[config.mk]
export PLATFORM = sky130hd
export DESIGN_NAME = regfile_wb_arbiter
export DESIGN_NICKNAME = d
export VERILOG_FILES = /design/src/rtl/regfile_pkg.sv /design/src/rtl/regfile_wb_arbiter_rr_pick2.sv /design/src/rtl/regfile_wb_arbiter.sv
export SDC_FILE = /design/constraint.sdc
export NUM_CORES = 1
export LEC_CHECK = 0
export BUFFER_PORTS_ARGS = -buffer_cell sky130_fd_sc_hd__buf_2
export CELL_PAD_IN_SITES_DETAIL_PLACEMENT = 1
export CELL_PAD_IN_SITES_GLOBAL_PLACEMENT = 1
export CORE_MARGIN = 2
export CORE_UTILIZATION = 40
export DETAILED_ROUTE_END_ITERATION = 8
export GPL_TIMING_DRIVEN = 0
export PLACE_DENSITY_LB_ADDON = 0.1
export SYNTH_ARGS = -nofsm -noshare
export SYNTH_HDL_FRONTEND = slang
export SYNTH_SLANG_ARGS = --single-unit
[constraint.sdc]
create_clock -name clk -period 8.87 [get_ports clk]
set_clock_uncertainty 0.1 [all_clocks]
set_input_delay 0.887 -clock clk [delete_from_list [all_inputs] [get_ports clk]]
set_output_delay 0.887 -clock clk [all_outputs]
set_load 0.03 [all_outputs]
[src/rtl/regfile_pkg.sv]
// Shared widths and write-back request types for the register file
// write path.
package regfile_pkg;
  localparam int ADDR_W = 5;
  localparam int DATA_W = 32;
  localparam int NREG   = 32;

  typedef struct packed {
    logic [ADDR_W-1:0] addr;
    logic [DATA_W-1:0] data;
  } wb_req_t;

  typedef wb_req_t wb_port_t;
endpackage

[src/rtl/regfile_wb_arbiter_rr_pick2.sv]
// Combinational round-robin pick-two. The scan starts at rr_ptr and wraps.
// Port b skips any request that targets the same register as port a.
module rr_pick2 #(
  parameter int NREQ   = 3,
  parameter int ADDR_W = 5,
  parameter int PTR_W  = 2
) (
  input  logic [NREQ-1:0]        elig,
  input  logic [NREQ*ADDR_W-1:0] addr,
  input  logic [PTR_W-1:0]       rr_ptr,
  output logic [NREQ-1:0]        gnt_a,
  output logic [NREQ-1:0]        gnt_b,
  output logic                   vld_a,
  output logic                   vld_b
);
  localparam logic [PTR_W:0] NREQ_L = (PTR_W+1)'(NREQ);

  logic [PTR_W:0]    pos;
  logic [PTR_W-1:0]  idx;
  logic [ADDR_W-1:0] addr_a;

  always_comb begin
    gnt_a  = '0;
    gnt_b  = '0;
    vld_a  = 1'b0;
    vld_b  = 1'b0;
    addr_a = '0;
    pos    = '0;
    idx    = '0;
    for (int k = 0; k < NREQ; k++) begin
      pos = {1'b0, rr_ptr} + (PTR_W+1)'(k);
      if (pos >= NREQ_L) pos = pos - NREQ_L;
      idx = pos[PTR_W-1:0];
      if (elig[idx]) begin
        if (!vld_a) begin
          vld_a      = 1'b1;
          gnt_a[idx] = 1'b1;
          addr_a     = addr[idx*ADDR_W +: ADDR_W];
        end else if (!vld_b && (addr[idx*ADDR_W +: ADDR_W] != addr_a)) begin
          vld_b      = 1'b1;
          gnt_b[idx] = 1'b1;
        end
      end
    end
  end
endmodule

[src/rtl/regfile_wb_arbiter.sv]
// Write-back arbiter for the two register-file write ports. It grants up to
// two producers per cycle and exports a pending-write mask for hazard logic.
module regfile_wb_arbiter #(
  parameter int NREQ   = 3,
  parameter int ADDR_W = regfile_pkg::ADDR_W,
  parameter int DATA_W = regfile_pkg::DATA_W
) (
  input  logic                   clk,
  input  logic                   rst,
  input  logic                   hold_i,
  input  logic [NREQ-1:0]        req_valid_i,
  input  logic [NREQ*ADDR_W-1:0] req_addr_i,
  input  logic [NREQ*DATA_W-1:0] req_data_i,
  output logic [NREQ-1:0]        req_ready_o,
  output logic [ADDR_W-1:0]      waddr_a_o,
  output logic [DATA_W-1:0]      wdata_a_o,
  output logic                   we_a_o,
  output logic [ADDR_W-1:0]      waddr_b_o,
  output logic [DATA_W-1:0]      wdata_b_o,
  output logic                   we_b_o,
  output logic [2**ADDR_W-1:0]   pending_o
);
  import regfile_pkg::*;

  localparam int PTR_W = (NREQ > 2) ? $clog2(NREQ) : 1;
  localparam logic [PTR_W-1:0] LAST = PTR_W'(NREQ - 1);

  logic [PTR_W-1:0]  rr_ptr;
  logic [NREQ-1:0]   nz, zero_req, elig, gnt_a, gnt_b;
  logic              vld_a, vld_b, go;
  logic [ADDR_W-1:0] sel_addr_a, sel_addr_b;
  logic [DATA_W-1:0] sel_data_a, sel_data_b;
  logic [PTR_W-1:0]  idx_a, idx_b;

  logic              vld_a_p1, vld_b_p1;
  logic [ADDR_W-1:0] waddr_a_p1, waddr_b_p1;
  logic [DATA_W-1:0] wdata_a_p1, wdata_b_p1;

  function automatic logic [PTR_W-1:0] next_ptr(input logic [PTR_W-1:0] idx);
    return (idx == LAST) ? '0 : idx + PTR_W'(1);
  endfunction

  always_comb begin
    nz = '0;
    for (int i = 0; i < NREQ; i++) nz[i] = |req_addr_i[i*ADDR_W +: ADDR_W];
  end

  // x0 writes are acknowledged and discarded without taking a port.
  assign go          = ~hold_i & ~rst;
  assign zero_req    = req_valid_i & ~nz;
  assign elig        = go ? (req_valid_i & nz) : '0;
  assign req_ready_o = go ? (gnt_a | gnt_b | zero_req) : '0;

  rr_pick2 #(.NREQ(NREQ), .ADDR_W(ADDR_W), .PTR_W(PTR_W)) u_pick (
    .elig   (elig),
    .addr   (req_addr_i),
    .rr_ptr (rr_ptr),
    .gnt_a  (gnt_a),
    .gnt_b  (gnt_b),
    .vld_a  (vld_a),
    .vld_b  (vld_b)
  );

  always_comb begin
    sel_addr_a = '0;
    sel_data_a = '0;
    sel_addr_b = '0;
    sel_data_b = '0;
    idx_a      = '0;
    idx_b      = '0;
    for (int i = 0; i < NREQ; i++) begin
      if (gnt_a[i]) begin
        sel_addr_a = req_addr_i[i*ADDR_W +: ADDR_W];
        sel_data_a = req_data_i[i*DATA_W +: DATA_W];
        idx_a      = PTR_W'(i);
      end
      if (gnt_b[i]) begin
        sel_addr_b = req_addr_i[i*ADDR_W +: ADDR_W];
        sel_data_b = req_data_i[i*DATA_W +: DATA_W];
        idx_b      = PTR_W'(i);
      end
    end
  end

  // Output stage: grants become one-cycle write strobes; idle ports keep addr/data.
  always_ff @(posedge clk) begin
    if (rst) begin
      rr_ptr     <= '0;
      vld_a_p1   <= 1'b0;
      vld_b_p1   <= 1'b0;
      waddr_a_p1 <= '0;
      wdata_a_p1 <= '0;
      waddr_b_p1 <= '0;
      wdata_b_p1 <= '0;
    end else begin
      vld_a_p1 <= vld_a;
      vld_b_p1 <= vld_b;
      if (vld_a) begin
        waddr_a_p1 <= sel_addr_a;
        wdata_a_p1 <= sel_data_a;
      end
      if (vld_b) begin
        waddr_b_p1 <= sel_addr_b;
        wdata_b_p1 <= sel_data_b;
      end
      if (vld_b)      rr_ptr <= next_ptr(idx_b);
      else if (vld_a) rr_ptr <= next_ptr(idx_a);
    end
  end

  assign we_a_o    = vld_a_p1;
  assign waddr_a_o = waddr_a_p1;
  assign wdata_a_o = wdata_a_p1;
  assign we_b_o    = vld_b_p1;
  assign waddr_b_o = waddr_b_p1;
  assign wdata_b_o = wdata_b_p1;

  always_comb begin
    pending_o = '0;
    for (int i = 0; i < NREQ; i++)
      if (req_valid_i[i]) pending_o[req_addr_i[i*ADDR_W +: ADDR_W]] = 1'b1;
    if (vld_a_p1) pending_o[waddr_a_p1] = 1'b1;
    if (vld_b_p1) pending_o[waddr_b_p1] = 1'b1;
    pending_o[0] = 1'b0;
  end
endmodule

## Word level (Yosys, flattened, before mapping)

Index checks and enable logic that the tools add are counted.

- Add/subtract/negate cells: 7
- Multiply operators: 3
- Order comparisons: 19
- Equal/unequal tests: 4
- Shifts and indexed selects: 3
- Muxes and demuxes: 75
- Bitwise operators: 15
- Reduce and logical (&&, ||, !) cells: 14

Operators by type and width:

| cell | count |
|---|---|
| $mux 32 | 11 |
| $or 32x32->32 | 4 |
| $mux 5 | 9 |
| $shiftx 15x6->5 | 3 |
| $mux 3 | 13 |
| $lt 5x6->1 const B | 5 |
| $demux 1 s5 | 5 |
| $ge 5x1->1 const B | 5 |
| $mux 1 | 22 |
| $mux 2 | 9 |
| $mul 2x3->5 const B | 3 |
| $or 3x3->3 | 5 |
| $reduce_or 5->1 | 3 |
| $ne 5x5->1 | 2 |
| $logic_and 1x1->1 | 9 |
| $lt 2x3->1 const B | 3 |
| $and 3x3->3 | 2 |
| $bmux 1 s2 | 3 |
| $demux 1 s2 | 3 |
| $ge 2x1->1 const B | 3 |
| $ge 3x2->1 const B | 2 |
| $sub 2x2->2 const B | 3 |
| $add 2x1->2 const B | 2 |
| $eq 2x2->1 const B | 2 |
| other kinds (8) | 9 |

- Register bits: 78
- Input bits: 117
- Output and inout bits: 111
- Word-level logic and storage cells: 147

## Longest topological paths before layout

Gate-level depths: netlist of the first run.

- Depth in word-level cells: 20
- Mapped depth: 17
- Depth with buffers taken out: 11

## Hierarchy

A second synthesis of the first run with hierarchy kept.

- Cells, all modules: 747
- Area total of the unflattened synthesis: 6132.1 sq um

Modules (own cells, without submodules):

| module | times used | cells each | area an instance (sq um) | sequential area each (sq um) |
|---|---|---|---|---|
| regfile_wb_arbiter | 1 | 627 | 5203.7 | 1561.5 |
| rr_pick2 | 1 | 120 | 928.4 | 0.0 |

## Least setup slack after synthesis of the first run

Ideal clock, no wire load.

- Path kind: input to output
- Start point: in req_addr_i[5]
- End point: out req_ready_o[2]
- Arrival: 3496 ps
- Required time: 7883 ps
- Slack: 4387 ps
- Stages: 12
- Path buffers: 3
- Cells stage by stage: clkbuf_1 -> inv_1 -> o31ai_1 -> a22o_1 -> or4_4 -> o311ai_4 -> nand3_1 -> o2bb2ai_2 -> buf_2 -> buf_2 -> a211oi_1 -> nor2_1

- Longest elaborated chain between the ends: 18
- Elaborated cells between the ends (all ways): 41
- Classes of those cells: 2 x eq/ne; 3 x shift; 27 x mux; 6 x bitwise; 3 x reduce/logical

RTL lines:

| what | RTL line | RTL |
|---|---|---|
| start, declared | regfile_wb_arbiter.sv:12 | `input logic [NREQ*ADDR_W-1:0] req_addr_i,` |
| $reduce_or 5->1 | regfile_wb_arbiter.sv:45 | `for (int i = 0; i < NREQ; i++) nz[i] = \|req_addr_i[i*ADDR_W +: ADDR_W];` |
| $and 3x3->3 | regfile_wb_arbiter.sv:51 | `assign elig = go ? (req_valid_i & nz) : '0;` |
| $mux 3 | regfile_wb_arbiter.sv:51 |  |
| $bmux 1 s2 | regfile_wb_arbiter_rr_pick2.sv:34 | `if (elig[idx]) begin` |
| $mux 1 (not written as such) | regfile_wb_arbiter_rr_pick2.sv:34 |  |
| $mux 5 | regfile_wb_arbiter_rr_pick2.sv:34 |  |
| $ne 5x5->1 | regfile_wb_arbiter_rr_pick2.sv:39 | `end else if (!vld_b && (addr[idx*ADDR_W +: ADDR_W] != addr_a)) begin` |
| $mux 1 | regfile_wb_arbiter_rr_pick2.sv:39 |  |
| $mux 1 | regfile_wb_arbiter_rr_pick2.sv:35 | `if (!vld_a) begin` |
| $mux 1 | regfile_wb_arbiter_rr_pick2.sv:34 |  |
| $logic_not 1->1 | regfile_wb_arbiter_rr_pick2.sv:39 |  |
| $logic_and 1x1->1 | regfile_wb_arbiter_rr_pick2.sv:39 |  |
| $mux 3 | regfile_wb_arbiter_rr_pick2.sv:39 |  |
| $mux 3 | regfile_wb_arbiter_rr_pick2.sv:35 |  |
| $mux 3 | regfile_wb_arbiter_rr_pick2.sv:34 |  |
| $or 3x3->3 * (2 in series) | regfile_wb_arbiter.sv:52 | `assign req_ready_o = go ? (gnt_a \| gnt_b \| zero_req) : '0;` |
| $mux 3 * | regfile_wb_arbiter.sv:52 |  |
| end, declared | regfile_wb_arbiter.sv:14 | `output logic [NREQ-1:0] req_ready_o,` |

Mark *: on every way between the ends. The rest lies on a longest branch, timed or not. The select of a mux whose other input is x is not followed.

## Worst setup path after layout of the first run

- Start point: reg rr_ptr[0]
- End point: out req_ready_o[2]

- Longest elaborated chain between the ends: 17
- Elaborated cells between the ends (all ways): 67
- Classes of those cells: 5 x add/sub; 3 x mul; 9 x order compare; 2 x eq/ne; 3 x shift; 35 x mux; 5 x bitwise; 5 x reduce/logical

RTL lines:

| what | RTL line | RTL |
|---|---|---|
| start, declared | regfile_wb_arbiter.sv:28 | `logic [PTR_W-1:0] rr_ptr;` |
| start signal, assigned | regfile_wb_arbiter.sv:106 | `if (vld_b) rr_ptr <= next_ptr(idx_b);` |
| start signal, assigned | regfile_wb_arbiter.sv:107 | `else if (vld_a) rr_ptr <= next_ptr(idx_a);` |
| $add 2x1->3 (tied with other cells) | regfile_wb_arbiter_rr_pick2.sv:31 | `pos = {1'b0, rr_ptr} + (PTR_W+1)'(k);` |
| $ge 3x2->1 (tied with other cells) | regfile_wb_arbiter_rr_pick2.sv:32 | `if (pos >= NREQ_L) pos = pos - NREQ_L;` |
| $mux 2 (tied with other cells) | regfile_wb_arbiter_rr_pick2.sv:32 |  |
| $mul 2x3->5 (tied with other cells) | regfile_wb_arbiter_rr_pick2.sv:38, regfile_wb_arbiter_rr_pick2.sv:39 |  |
| $shiftx 15x6->5 (tied with other cells) | regfile_wb_arbiter_rr_pick2.sv:38, regfile_wb_arbiter_rr_pick2.sv:39 |  |
| $ne 5x5->1 or $mux 1 (tied branches) | regfile_wb_arbiter_rr_pick2.sv:39, regfile_wb_arbiter_rr_pick2.sv:37, regfile_wb_arbiter_rr_pick2.sv:41 |  |
| $mux 1 or $demux 1 s2 (tied branches) | - |  |
| $mux 1 or $mux 3 (tied branches) | regfile_wb_arbiter_rr_pick2.sv:35, regfile_wb_arbiter_rr_pick2.sv:39 |  |
| $mux 1 or $mux 3 (tied branches) | regfile_wb_arbiter_rr_pick2.sv:34, regfile_wb_arbiter_rr_pick2.sv:35 |  |
| $logic_not 1->1 or $mux 3 (tied branches) | regfile_wb_arbiter_rr_pick2.sv:39, regfile_wb_arbiter_rr_pick2.sv:34 |  |
| $logic_and 1x1->1 or $or 3x3->3 (tied branches) | - |  |
| $mux 3 | regfile_wb_arbiter_rr_pick2.sv:39 |  |
| $mux 3 | regfile_wb_arbiter_rr_pick2.sv:35 |  |
| $mux 3 | regfile_wb_arbiter_rr_pick2.sv:34 |  |
| $or 3x3->3 * (2 in series) | regfile_wb_arbiter.sv:52 |  |
| $mux 3 * | regfile_wb_arbiter.sv:52 |  |

Marked as above.

==> metrics.txt, run 1 <==
status finished with violations; failing checks design-rule violations; RR Startpoint rr_ptr[0]; RSZ-0062 raised after global routing no; pwr/cell area around 320 nW/um^2; share of layout cells above drive strength 1 0.285; commonest non-fill, non-tap cell in the layout buf_2; drt drc 1; first-pass GRT wire length about 50 mm; commonest non-fill, non-tap cells in the layout buf_2, nand2_1, dfxtp_1; Syn Area/Cell around 7.6 um^2; critical path fanouts, max 10; post-synth top area cell dfxtp_1; die height 137 um; Tmin final 5710 ps; CTS Root Cell clkbuf_16; Final setup viols 0; Post-CTS Setup Bufs 0; Area contributors post-synth dfxtp_1, a41oi_2, nand2_1; gpl congestion 0.916; Post-Synthesis Cells 928; die area 18800 um^2; io pins between 200 and 250; FFs w/ async S/R, synth 0; grt total ovfl 0; cts hold-fix bufs 0; YS warnings 0; Initial Utilization 0.410; # rows between 40 and 50; Routed Antenna Nets 0; hold slack 440 ps; drt initial violations between 900 and 1000; Clock Latency Late Sink 330 ps; cts repair resizes 0; Fin Setup TNS 0 ps; final hold vios 0; CTS tree built; initial antenna violation count 3; DR pass1 iterations 9; GRT Overall Usage 0.343; Nets around 1300; Critical Path RT about 8000 ps; clk buf depth 2; FF+latch count, synth between 70 and 80; crit share post-route 0.643; worst reg-to-reg setup slack roughly 4300 ps; Worst setup SP type flip-flop; post-synth top area share 0.220; Relative slew margins 0.417; clk slew on worst S/H paths roughly 60 ps; Worst VDD drop between 0.2 and 0.25 mV; leakage power about 3.4 nW; vias in the first global route 9054; Max-Cap Viols 0; final WL 33.0 mm; largest net degree at the start of global routing 13; EDFF count, synth 0; fmax around 0.18 GHz; Unique masters post-synth 79; Mapped Area a little over 7000 um^2; worst min-delay path category flip-flop to flip-flop; DR vias/cell roughly 6.5; DP Worst Slack 3510 ps; critical path startpoint rr_ptr[0]; Synth Flop Type dfxtp_1; Detailed Place HPWL approximately 25 mm; I/O Buffers 221; CTS H-tree lvls 3; Critical Path, Cell by Cell inv_1, ha_1, buf_4, buf_6, buf_2, buf_1, o21ai_0, o21ai_0, o41ai_1, a31oi_1, nor3_4, o2bb2ai_2, buf_2, buf_2, a211oi_1, nor2_1, buf_2; Core ar. between 15000 and 20000 um^2; crit path kind flip-flop to primary output; cell mode on critical path buf_2; worst slew pin tran a little under 900 ps; Routed wire per std cell 23.7 um; hold path start wdata_a_o[25]; Max Slew Vio Count 0; nature of the critical path endpoint primary output; Seq/Total Area, Yosys 0.220; area added between synthesis and finish 23.6%; Synth Net Count about 1000; crit-path max cell delay 420 ps; Final Worst Setup Slack around 3200 ps; TritonCTS Sinks a little under 80; Slowest-stage cell, CP a31oi_1; via count approximately 9000; TritonCTS Buffers 9; WP data arrival 4720 ps; width of the chip about 140 um
## report_power, final
group          internal (mW)  switching (mW)  total (mW)  leakage [nW]
clock network          0.213           0.147       0.360         0.137
logic                  0.589            1.28        1.87          2.63
registers              0.506           0.105       0.611         0.641
## per-layer routing
| metal | vias up | GRT usage | share of wire |
|---|---|---|---|
| met2 | 460 | 0.571 | 0.48 |
| met1 | 4416 | 0.432 | 0.41 |
| met5 | - | 0 | 0.00039 |
| met3 | 85 | 0.0589 | 0.078 |
| met4 | 2 | 0.156 | 0.037 |
| li1 | 4073 | - | - |
## critical path: cells and delay by family, from the launching register on
kind,cells,cell delay [ps]
buffers and inverters,8,1970
and+or+nand+nor,2,340
AOI/OAI and AO/OA,6,1400
adders and majority gates,1,280
DFF,1,390
## area by class of cell
| class | instances | area (um^2) |
|---|---|---|
| Buffer | 97 | 423 |
| Inverter | 16 | 60.1 |
| Fill cell | 2278 | 8540 |
| Antenna cell | 2 | 5.00 |
| Clock buffer | 9 | 225 |
| Multi-Input combinational cell | 737 | 5040 |
| Timing Repair Buffer | 221 | 1110 |
| Sequential cell | 78 | 1560 |
| Tap cell | 225 | 282 |
| Clock inverter | 5 | 52.6 |
## worst paths after layout
kind                    endpoint  cells after the start
setup reg to reg   wdata_b_o[12]                     15
hold / removal     wdata_a_o[25]                      2
hold reg to reg    wdata_a_o[25]                      2
setup / recovery  req_ready_o[2]                     17
## logic make-up (layout without fill, tap and decap cells)
family,after synthesis,after routing,share of synthesized area
flops,78,78,0.220
mux,17,17,0.0242
simple gates,393,393,0.304
other cells,1,3,0.000529
compound gates,320,320,0.373
xor+xnor,2,2,0.00247
buf+inv,113,348,0.0682
fa+ha+maj,4,4,0.00707
## sequential cells by signal (all words and copies together) (netlist names)
name and flops:
we_a_o 1, waddr_a_o 5, wdata_b_o 32, wdata_a_o 32, we_b_o 1, rr_ptr 2
waddr_b_o 5
## cells in the mapped netlist (4+ instances only)
| master | count |
|---|---|
| a222oi_1 | 37 |
| a221o_1 | 4 |
| nor2b_1 | 9 |
| o21ai_0 | 53 |
| nor3b_1 | 19 |
| or3b_2 | 4 |
| clkbuf_1 | 55 |
| nand2b_1 | 12 |
| nor3_1 | 11 |
| and3_1 | 9 |
| a211oi_1 | 6 |
| mux2i_1 | 16 |
| ha_1 | 4 |
| a21oi_1 | 46 |
| a31oi_1 | 7 |
| nand3_1 | 73 |
| nand3b_1 | 21 |
| a22o_1 | 4 |
| inv_1 | 16 |
| o22ai_1 | 26 |
| buf_1 | 6 |
| a22oi_1 | 36 |
| nand2_1 | 109 |
| o221ai_1 | 18 |
| or3_1 | 4 |
| a41oi_2 | 34 |
| or3b_1 | 37 |
| dfxtp_1 | 78 |
| nor2_1 | 61 |
| buf_2 | 31 |
| or2_2 | 6 |
## stage by stage
stage | power [mW] | area (um^2) | instances | util
after floorplan | 1.87 | 7080 | 928 | -
after global placement | 2.42 | 8470 | 1374 | 0.490
after detailed placement | 2.45 | 8470 | 1374 | 0.490
after CTS | 2.81 | 8750 | 1388 | 0.506
after global routing | 2.99 | 8750 | 1389 | 0.506
final | 2.84 | 8750 | 1390 | 0.506
(Power assumes the default switching activity.)
==> run 2: changes to the inputs <==
- CORE_UTILIZATION: 40 -> 34
- clock period: 8.87 -> 5.05 ns (I/O delays scaled with it)
==> metrics.txt, run 2 (synthesized netlist as in run 1, its figures left out) <==
status completed; final hold vios 0 (unchanged); final WL 34.0 mm (+2.9%); worst slew pin tran 815 ps (-58.1 ps); Relative slew margins 0.455 (+0.0376); Critical Path RT 4450 ps (-3430 ps); CTS H-tree lvls 3 (unchanged); Comb pwr share 0.652 (-0.006); gpl congestion 0.921 (+0.59%); share of layout cells above drive strength 1 0.294 (+0.00895); worst hold path depth 3 (+1); I/O Buffers 221 (unchanged); vias in the first global route 8983 (-0.78%); fraction of power spent switching nets 0.531 (-0.00793); DR vias/cell 6.22 (-4.3%); FF-to-FF path depth 15 (unchanged); commonest non-fill, non-tap cell in the layout buf_2; nature of the critical path endpoint primary output; Clock Latency Late Sink 330 ps (about the same); Critical Path, Cell by Cell inv_1, ha_1, buf_4, buf_6, buf_4, nand2_1, o22ai_1, o21ai_0, a31oi_1, o311ai_4, buf_4, or3_1, o21a_2, buf_2, a31oi_1, buf_2; GRT Overall Usage 0.298 (-0.0455); CTS tree built; Slowest-stage cell, CP dfxtp_1; Max-Cap Viols 0 (unchanged); Core ar. 20400 um^2 (+18%); RSZ-0062 raised after global routing no; clk buf depth 2 (unchanged); Fin Setup TNS 0 ps (unchanged); Max Slew Vio Count 0 (unchanged); die height 148 um (+8.2%); crit path kind flip-flop to primary output; critical path startpoint rr_ptr[0]; Worst VDD drop 0.322 mV (+40%); Routed wire per std cell 23.6 um (-0.42%); TritonCTS Buffers 9 (unchanged); Detailed Place HPWL 25.8 mm (+3.0%); RR Startpoint rr_ptr[0]; grt total ovfl 0 (unchanged); worst min-delay path category primary input to flip-flop; sequential cell fraction of total power 0.211 (-0.004); drt drc 0 (-1); critical path fanouts, max 10 (unchanged); delay-heaviest family, CP buffers and inverters; Internal 2.39 mW (+83%); die area 22000 um^2 (+17%); crit share post-route 0.961; fmax slightly above 0.2 GHz; WP data arrival 4250 ps (-470 ps); WP buf/inv 7 (-1); leakage power 3.44 nW (+0.89%); clk slew on worst S/H paths 60 ps (about the same); cell mode on critical path buf_4; Routed Antenna Nets 0 (unchanged); P_sw 2.71 mW (+77%); Final setup viols 0 (unchanged); width of the chip 148 um (+8.2%); CTS Root Cell clkbuf_16; TritonCTS Sinks 78 (unchanged); clock network power share 0.138 (+0.011); first-pass GRT wire length 51.5 mm (+2.7%); fin util 0.438 (-0.0680); area added between synthesis and finish 25.9%; hold path start req_data_i[9]; Initial Utilization 0.348 (-0.0617); pwr/cell area 572 nW/um^2 (+76%); crit-path max cell delay 390 ps (-30 ps); DR pass1 iterations 7 (-2); initial antenna violation count 3 (unchanged); commonest non-fill, non-tap cells in the layout buf_2, nand2_1, dfxtp_1; drt initial violations 809 (-11%); filler cell count 2594 (+14%); Worst path depth 16 (-1); io pins 228 (unchanged); largest net degree at the start of global routing 13 (unchanged); # rows 52 (+8.3%); Nets 1283 (+0.16%); Worst setup SP type flip-flop; via count 8942 (-1.0%); Tmin final just under 5000 ps
[run 2: cell types whose count changed in the layout (fill, tap and decap cells not counted), sizes merged]
cell / delta
clkinv: -2
buf: +3
bufinv: +1
[run 2: power by group through the flow]
stage / Combinational (mW) / Clock (mW) / Sequential [mW]
finish: 3.33 / 0.702 / 1.07
global placement: 3.21 / 0 / 1.07
global route: 3.55 / 0.738 / 1.11
floorplan: 1.72 / 0 / 1.56
CTS: 3.26 / 0.712 / 1.07
detailed placement: 3.24 / 0 / 1.08
[run 2: layout make-up]
cell class	instances	area, um^2	share of cell area
multi-input combinational	737	5090	0.571
sequential	78	1560	0.175
timing repair buffer	224	1130	0.127
buffer	96	423	0.0474
tap	270	338	0.0379
clock buffer	10	239	0.0268
clock inverter	4	72.6	0.00813
inverter	16	60.1	0.00673
antenna	2	5.00	0.000561
[run 2: metrics by stage]
stage	power, mW	area (um^2)	hold WS, ps	std cells	setup slack, ps
2_1_floorplan	3.28	7080	409	928	1040
3_3_place_gp	4.29	8530	409	1419	119
3_5_place_dp	4.31	8530	426	1419	87.3
4_1_cts	5.04	8850	314	1433	13.9
5_1_grt	5.39	8920	327	1435	7.23
6_report	5.10	8920	327	1437	199
[run 2: repair_timing]
item / CTS / global route
buffers inserted: 0 / 3
gates resized for setup: 5 / 13
pin swaps: 0 / 5
setup endpoints to repair: 1 / 2
hold buffers: 0 / 0
[run 2: final timing paths]
path                    end  slack (ps)
max          req_ready_o[1]         200
min            wdata_a_o[9]         330
min reg2reg   wdata_a_o[23]         440
max reg2reg    wdata_b_o[5]         710
[run 2: worst min-delay path, stage by stage]
cell	delay, ps
buf_2	110
nand2_1	50
a21oi_1	50
[run 2: layer usage]
layer,part of all wire,routed length [um],vias up,track usage
met5,0.00024,8,-,0
met4,0.029,999,2,0.115
met3,0.072,2450,72,0.0555
met2,0.47,15900,396,0.491
met1,0.43,14600,4401,0.387
li1,-,-,4071,-
==> run 3: changes to the inputs <==
- CORE_UTILIZATION: 34 -> 33
- SYNTH_HIERARCHICAL: unset -> 1
==> metrics.txt, run 3 <==
FFs w/ async S/R, synth 0 (unchanged); I/O Buffers 223 (+0.90%); RSZ-0062 raised after global routing no; drt drc 0 (unchanged); TritonCTS Sinks 78 (unchanged); Initial Utilization 0.339 (-0.00876); DR pass1 iterations 9 (+2); clk buf depth 2 (unchanged); Mapped Area 6130 um^2 (-13%); gpl congestion 0.882 (-4.2%); Final Worst Setup Slack 261 ps (+62.2 ps); width of the chip 140 um (-5.4%); commonest non-fill, non-tap cell in the layout buf_2; r2r endpoint waddr_b_o[3]; Syn Area/Cell 8.21 um^2 (+7.6%); Slowest-stage cell, CP a311oi_1; cts hold-fix bufs 0 (unchanged); critical path fanouts, max 10 (unchanged); Nets 1102 (-14%); cell mode on critical path buf_2; commonest cells in the synthesized netlist nor2_1, dfxtp_1, a211oi_1; crit share post-route 0.948 (-0.0123); Critical Path Sink req_ready_o[2]; Tmin final 4790 ps (-62.2 ps); leakage power 3.20 nW (-6.8%); Area contributors post-synth dfxtp_1, a222oi_1, a211oi_1; Synth Net Count 868 (-17%); first-pass GRT wire length 42.2 mm (-18%); # rows 49 (-5.8%); Synth Flop Type dfxtp_1; FF-to-FF path depth 16 (+1); Core ar. 18100 um^2 (-11%); io pins 228 (unchanged); clk slew on worst S/H paths 60 ps (about the same); post-synth top area cell dfxtp_1; YS warnings 6 (+6); final WL 28.0 mm (-18%); critical path startpoint req_addr_i[14]; commonest non-fill, non-tap cells in the layout buf_2, nor2_1, dfxtp_1; most frequent cell after synthesis nor2_1; initial antenna violation count 1 (-2); CTS Root Cell clkbuf_16; Clock Latency Late Sink 340 ps (about the same); final hold vios 0 (unchanged); Routed Antenna Nets 0 (unchanged); worst slew pin tran 1070 ps (+255 ps); crit-path max cell delay 450 ps (+60 ps); Worst VDD drop 0.251 mV (-22%); Final setup viols 0 (unchanged); design area 7840 um^2 (-12%); Seq/Total Area, Yosys 0.255 (+0.0342); Max-Cap Viols 0 (unchanged); total power 3.84 mW (-25%); WP data arrival 4180 ps (-70 ps); DP Worst Slack 89.1 ps (+1.81 ps); GRT Overall Usage 0.270 (-0.0280); vias in the first global route 7265 (-19%); placed cell count 1199 (-16%); fmax 0.209 GHz (+1.3%); post-synth top area share 0.255 (+0.0342); Detailed Place HPWL 21.5 mm (-17%); placed cell area 7530 um^2 (-12%); FF+latch count, synth 78 (unchanged); Relative slew margins 0.277 (-0.177); worst reg-to-reg setup slack 960 ps (+250 ps); Routed wire per std cell 23.0 um (-2.7%); drt initial violations 861 (+6.4%); via count 7517 (-16%); largest net degree at the start of global routing 14 (+1); crit path kind primary input to primary output; CTS tree built; Critical Path, Cell by Cell buf_2, clkbuf_1, nor2_2, nand2_1, o211a_1, mux2i_1, o2bb2ai_4, and2b_1, a22oi_1, xor2_1, nand4_2, a32o_1, buf_6, buf_2, a311oi_1, nor3_1, buf_2; EDFF count, synth 0 (unchanged); pwr/cell area 489 nW/um^2 (-14%); Fin Setup TNS 0 ps (unchanged); status completed; Worst setup SP type primary input; Unique masters post-synth 72 (-8.9%); TritonCTS Buffers 9 (unchanged); die area 19700 um^2 (-11%); filler cell count 2279 (-12%); non-filler instance count after layout 1216 (-15%); DR vias/cell 6.18 (-0.66%); CTS H-tree lvls 3 (unchanged); Post-Synthesis Cells 747 (-20%); Critical Path RT 4450 ps (about the same); Max Slew Vio Count 0 (unchanged); grt total ovfl 0 (unchanged); area added between synthesis and finish 27.9%; share of layout cells above drive strength 1 0.322 (+0.0271); nature of the critical path endpoint primary output; worst min-delay path category flip-flop to flip-flop; die height 140 um (-5.4%); RR Startpoint rr_ptr[0]
[run 3: logic make-up after synthesis]
group	share of synthesized area
buffers and inverters	0.0855
multiplexers	0.0229
flip-flops	0.255
other	0.000612
AO/OA/AOI/OAI	0.342
adder cells (fa/ha/maj)	0.00816
AND/OR/NAND/NOR	0.275
XOR/XNOR	0.0114
[run 3: how the worst min path moves through the flow]
stage,from,end,cells past startpoint,slack [ps]
2_1_floorplan,rr_ptr[1],rr_ptr[1],3,470
3_3_place_gp,wdata_b_o[16],wdata_b_o[16],2,370
3_5_place_dp,wdata_a_o[25],wdata_a_o[25],2,380
4_1_cts,wdata_a_o[25],wdata_a_o[25],2,390
5_1_grt,wdata_b_o[28],wdata_b_o[28],2,410
6_report,wdata_b_o[14],wdata_b_o[14],2,380
[run 3: what timing repair did]
item                       CTS  global route
gates resized for setup      0             4
setup buffers                0             0
setup endpoints to repair    0             1
[run 3: stage by stage]
| step | utilization | hold slack, ps |
|---|---|---|
| 5_1_grt | 0.434 | 406 |
| 2_1_floorplan | - | 471 |
| 4_1_cts | 0.433 | 387 |
| 3_5_place_dp | 0.417 | 378 |
| 6_report | 0.434 | 382 |
| 3_3_place_gp | 0.417 | 371 |
[run 3: report_power, final]
part | internal (mW) | leakage, nW | total (mW) | switching, mW
sequential | 0.812 | 0.640 | 0.930 | 0.118
combinational | 0.753 | 2.43 | 2.26 | 1.50
clock | 0.381 | 0.134 | 0.651 | 0.270
total | 1.95 | 3.20 | 3.84 | 1.89
[run 3: area by class of cell]
type                            instances  area (um^2)  area share
Buffer                                 89          509      0.0649
Inverter                                4         15.0     0.00191
Antenna cell                            1         2.50    0.000319
Clock inverter                          6         62.6     0.00798
Multi-Input combinational cell        576         4060       0.518
Clock buffer                           10          229      0.0292
Timing Repair Buffer                  223         1120       0.142
Tap cell                              229          287      0.0365
Sequential cell                        78         1560       0.199
[run 3: routing by layer]
| metal | share of wire | track usage | wire length [um] | up-vias |
|---|---|---|---|---|
| met2 | 0.45 | 0.419 | 12500 | 351 |
| met1 | 0.46 | 0.395 | 12800 | 3676 |
| met3 | 0.082 | 0.0458 | 2290 | 29 |
| met5 | 0 | 0 | 0 | - |
| met4 | 0.012 | 0.0510 | 349 | 0 |
| li1 | - | - | - | 3461 |
[run 3: critical path, delay by kind of cell]
kind                   cells  cell delay [ps]
buffers and inverters      5              940
XOR/XNOR                   1              200
multiplexers               1              260
AO/OA/AOI/OAI              5             1370
AND/OR/NAND/NOR            5              890
